**config.mk**
```make
export PLATFORM = sky130hd
export DESIGN_NAME = fan_mode_controller
export DESIGN_NICKNAME = d
export VERILOG_FILES = /design/src/rtl/fan_mode_controller.sv
export SDC_FILE = /design/constraint.sdc
export NUM_CORES = 1
export LEC_CHECK = 0
export BUFFER_PORTS_ARGS = -buffer_cell sky130_fd_sc_hd__buf_2
export CAP_MARGIN = 15
export CORE_ASPECT_RATIO = 0.8
export CORE_MARGIN = 3
export CORE_UTILIZATION = 34
export DETAILED_ROUTE_END_ITERATION = 10
export SYNTH_ARGS = -nofsm -noshare
export SYNTH_HDL_FRONTEND = slang
export SYNTH_SLANG_ARGS = --single-unit
export TNS_END_PERCENT = 50
```
**constraint.sdc**
```tcl
create_clock -name i_clk -period 7.6 [get_ports i_clk]
set_clock_uncertainty 0.2 [all_clocks]
set_input_delay 0.38 -clock i_clk [delete_from_list [all_inputs] [get_ports i_clk]]
set_output_delay 0.38 -clock i_clk [all_outputs]
set_load 0.03 [all_outputs]
```
**src/rtl/fan_mode_controller.sv**
```systemverilog
// Fan speed controller: 4-state speed FSM selects one comparator PWM level,
// with an auto-off countdown timer that returns the fan to STOP on expiry.
module fan_mode_controller #(
  parameter int SEC_CYCLES  = 100_000_000,
  parameter int STEP_SEC    = 60,
  parameter int TIMER_STEPS = 3
) (
  input  logic       i_clk,
  input  logic       i_reset_n,
  input  logic       i_btn_speed,
  input  logic       i_btn_timer,
  input  logic       i_btn_off,
  input  logic       i_fan_0,
  input  logic       i_fan_1,
  input  logic       i_fan_2,
  input  logic       i_fan_3,
  output logic       o_pwm,
  output logic [1:0] o_mode,
  output logic [3:0] o_mode_led,
  output logic [7:0] o_timer_sec,
  output logic       o_timer_active
);

  localparam int              PW         = $clog2(SEC_CYCLES);
  localparam logic [PW-1:0]   PRESC_LAST = PW'(SEC_CYCLES - 1);
  localparam logic [8:0]      STEP       = 9'(STEP_SEC);
  localparam logic [8:0]      MAX_SEC    = 9'(STEP_SEC * TIMER_STEPS);

  typedef enum logic [1:0] {
    ST_STOP = 2'd0,
    ST_LOW  = 2'd1,
    ST_MID  = 2'd2,
    ST_HIGH = 2'd3
  } state_t;

  state_t        r_state;
  state_t        w_next_state;
  logic [7:0]    r_remaining;
  logic [7:0]    w_next_remaining;
  logic [PW-1:0] r_presc;
  logic [PW-1:0] w_next_presc;
  logic          w_tick;
  logic [8:0]    w_sum;
  logic          w_fan_sel;
  logic          r_pwm;
  logic [3:0]    r_mode_led;
  logic          r_timer_active;

  assign w_tick = (r_remaining != 8'd0) && (r_presc == PRESC_LAST);

  // Priority: off > expiry > speed > timer; timer is judged against the post-speed state.
  always_comb begin
    w_next_state     = r_state;
    w_next_remaining = r_remaining;
    w_next_presc     = r_presc;
    w_sum            = 9'd0;
    if (i_btn_off) begin
      w_next_state     = ST_STOP;
      w_next_remaining = 8'd0;
      w_next_presc     = '0;
    end else if (w_tick && (r_remaining == 8'd1)) begin
      w_next_state     = ST_STOP;
      w_next_remaining = 8'd0;
      w_next_presc     = '0;
    end else begin
      if (r_remaining != 8'd0) begin
        if (w_tick) begin
          w_next_remaining = r_remaining - 8'd1;
          w_next_presc     = '0;
        end else begin
          w_next_presc = r_presc + PW'(1);
        end
      end
      if (i_btn_speed) begin
        case (r_state)
          ST_STOP: w_next_state = ST_LOW;
          ST_LOW:  w_next_state = ST_MID;
          ST_MID:  w_next_state = ST_HIGH;
          default: w_next_state = ST_STOP;
        endcase
        if (w_next_state == ST_STOP) begin
          w_next_remaining = 8'd0;
          w_next_presc     = '0;
        end
      end
      if (i_btn_timer && (w_next_state != ST_STOP)) begin
        w_sum = {1'b0, w_next_remaining} + STEP;
        if (w_sum > MAX_SEC) begin
          w_next_remaining = 8'd0;
          w_next_presc     = '0;
        end else begin
          // Only a fresh load restarts the second prescaler.
          if (w_next_remaining == 8'd0) begin
            w_next_presc = '0;
          end
          w_next_remaining = w_sum[7:0];
        end
      end
    end
  end

  always_comb begin
    w_fan_sel = 1'b0;
    case (r_state)
      ST_STOP: w_fan_sel = i_fan_0;
      ST_LOW:  w_fan_sel = i_fan_1;
      ST_MID:  w_fan_sel = i_fan_2;
      default: w_fan_sel = i_fan_3;
    endcase
  end

  always_ff @(posedge i_clk or negedge i_reset_n) begin
    if (!i_reset_n) begin
      r_state        <= ST_STOP;
      r_remaining    <= 8'd0;
      r_presc        <= '0;
      r_pwm          <= 1'b0;
      r_mode_led     <= 4'b0001;
      r_timer_active <= 1'b0;
    end else begin
      r_state        <= w_next_state;
      r_remaining    <= w_next_remaining;
      r_presc        <= w_next_presc;
      r_pwm          <= w_fan_sel;
      r_mode_led     <= 4'(4'b0001 << w_next_state);
      r_timer_active <= (w_next_remaining != 8'd0);
    end
  end

  assign o_pwm          = r_pwm;
  assign o_mode         = r_state;
  assign o_mode_led     = r_mode_led;
  assign o_timer_sec    = r_remaining;
  assign o_timer_active = r_timer_active;

endmodule

```
==> flow_summary.json <==
{
  "outcome": "completed",
  "first_global_vias": 2172,
  "grt_pass1_wl_mm": 10.8,
  "syn_inst": 307,
  "power_frac_comb": 0.281,
  "maxSlewViolCount": 0,
  "arrival_ns": 4.50,
  "switching_share": 0.343,
  "crit_type": "reg -> reg",
  "grt_setup_unrepaired": "false",
  "yosys_warnings": 0,
  "max-cap-violations": 0,
  "place_inst": 427,
  "post_dp_cell_area_um2": 2950,
  "cts_resized": 0,
  "tightestPinTransition_ns": 0.994,
  "syn-num-nets": 325,
  "syn_to_final_growth_pct": 11.4,
  "antenna_found_initial": 0,
  "ys_seq_elements": 43,
  "io_buffers": 24,
  "worst-path-max-fanout": 25,
  "yosys.area.top_type_share": 0.382,
  "h-tree-depth": 2,
  "wl_per_cell_um": 14.2,
  "worstRegToRegCells": 12,
  "fin_area_um2": 3060,
  "synthTopCellsByCount": "nor2_1, dfrtp_1, nand2_1, xor2_1, inv_1",
  "synth_area_leader_cell": "dfrtp_1",
  "start_util": 0.360,
  "yosysSeqAreaShare": 0.392,
  "finalWirelength_mm": 6.20,
  "synth_flop_cell": "dfrtp_1",
  "fp.dieW_um": 107,
  "syn-cell-area_um2": 2750,
  "finalNonFillerCells": 435,
  "drive_above_1_share": 0.145,
  "r2r-start": "r_presc[19]",
  "core_area_um2": 7640,
  "multi_input_area_um2": 1570,
  "p_leak_nw": 1.35,
  "drt-initial-drc-count": 215,
  "setup_viol": 0,
  "grt_max_degree": 44,
  "cts_buffers": 5,
  "p_seq_frac": 0.416,
  "internal_power_w": 0.000404,
  "post-place-ws_ns": 3.07,
  "holdWs_ns": 0.0194,
  "rrSetupSlack_ns": 3.03,
  "fillers": 790,
  "antennaDiodeCount": 0,
  "die_y_um": 86.5,
  "yosysMostFrequentCell": "nor2_1",
  "nNetsFinal": 347,
  "clock-root-buffer": "clkbuf_8",
  "slew_headroom": 0.335,
  "clock_latency_ns": 0.30,
  "fmax_ghz": 0.219,
  "async_reset_ff_frac": 1.00,
  "num_vias": 2236,
  "clk_path_buf_depth": 2,
  "yosysUniqueCellTypes": 58,
  "via_per_inst": 5.14,
  "cts.hold.buffers_added": 0,
  "ios": 25,
  "clk_pin_slew_ns": 0.08,
  "grt_use_total": 0.147,
  "numClockSinks": 43,
  "grt_overflow": 0,
  "die-area_um2": 9210,
  "fin_crit_sh": 0.601,
  "p_sw_w": 0.000211,
  "row_count": 28,
  "synth_edf_count": 0,
  "cts_tree": "yes",
  "setup_tns_ns": 0,
  "p_clk_frac": 0.303,
  "finalCriticalPeriod_ns": 4.57,
  "start_kind": "register",
  "post-cts-setup-buffers": 0,
  "hpwl_mm": 4.60,
  "synthTopCellsByArea": "dfrtp_1, xor2_1, nor2_1",
  "crit_required_ns": 7.53,
  "hold_violations": 0,
  "worst_slack_ns": 3.03,
  "power.density_nw_per_um2": 201,
  "synth.avg_cell_area_um2": 8.96,
  "drtAntennaViolNets": 0,
  "drc": 0,
  "final-seq-area_um2": 1080,
  "r2r-end": "r_presc[5]",
  "place_congestion": 0.870,
  "end_kind": "register",
  "first_pass_iters": 4,
  "ir_worst_vdd_mv": 0.0875,
  "hold_path_class": "in -> async"
}
metal layers:
layer | track usage | routed length (um)
met5 | 0 | 0
met4 | 0.0314 | 45
met3 | 0.0335 | 371
met2 | 0.213 | 2610
met1 | 0.221 | 3170
cells in the final DEF (no fill, tap or decap), drive strengths merged, types with 5 or more instances in the layout:
master / synthesis / routed
dfrtp: 42 / 42
nor3: 13 / 13
and3: 7 / 7
and2: 5 / 5
nand3: 10 / 10
nand2: 29 / 29
ha: 9 / 9
a21oi: 8 / 8
xor2: 24 / 24
nor2: 55 / 55
buf: 5 / 24
xnor2: 11 / 11
inv: 13 / 13
o21ai: 10 / 10
nand4: 9 / 9
clkbuf: 4 / 6
flip-flops by register name, summed over array words and instances, names as in the netlist:
name / count
r_presc: 27
o_timer_sec: 8
o_mode_led: 4
o_mode: 2
o_pwm: 1
o_timer_active: 1
worst max-delay path, stage by stage, from the launching register on:
cell,delay (ns)
dfrtp_1,0.41
or4_4,0.54
or4_4,0.60
nor2_1,0.33
nand3_1,0.15
xor2_1,0.20
nor2_1,0.08
ha_1,0.35
inv_1,0.07
a21o_1,0.15
o31a_1,0.32
o311ai_4,0.86
nor2_1,0.14
final cells by class:
cell class                      count  area share
Clock inverter                      2      0.0114
Inverter                           13      0.0159
Multi-Input combinational cell    242       0.512
Timing Repair Buffer               24      0.0392
Clock buffer                        6      0.0269
Tap cell                          105      0.0429
Sequential cell                    43       0.352
power groups by stage:
| stage | logic [W] | clock network, W | registers, W |
|---|---|---|---|
| after global routing | 0.000194 | 0.000204 | 0.000258 |
| after detailed placement | 0.000171 | 0 | 0.000260 |
| after global placement | 0.000171 | 0 | 0.000260 |
| final | 0.000173 | 0.000186 | 0.000256 |
| after CTS | 0.000172 | 0.000193 | 0.000256 |
| after floorplan | 0.000115 | 0 | 0.000272 |
cell families after synthesis:
logic type      synth area share
mux                       0.0146
fa+ha+maj                 0.0409
buf+inv                   0.0382
flops                      0.392
simple gates               0.283
xor+xnor                   0.111
compound gates             0.121
per-stage QoR:
step / total power [W] / util
CTS: 0.000621 / 0.401
global placement: 0.000431 / 0.386
global route: 0.000656 / 0.401
floorplan: 0.000387 / -
finish: 0.000614 / 0.401
detailed placement: 0.000431 / 0.386
how the worst max path moves through the flow:
| stage | depth (start not counted) | from | slack (ns) | end |
|---|---|---|---|---|
| floorplan | 14 | r_presc[19] | 3.70 | o_timer_sec[4] |
| global placement | 12 | r_presc[19] | 3.16 | r_presc[23] |
| detailed placement | 12 | r_presc[19] | 3.07 | r_presc[19] |
| CTS | 12 | r_presc[19] | 3.02 | r_presc[5] |
| global route | 10 | r_presc[19] | 2.65 | r_presc[2] |
| finish | 12 | r_presc[19] | 3.03 | r_presc[5] |
(Power assumes the default switching activity.)
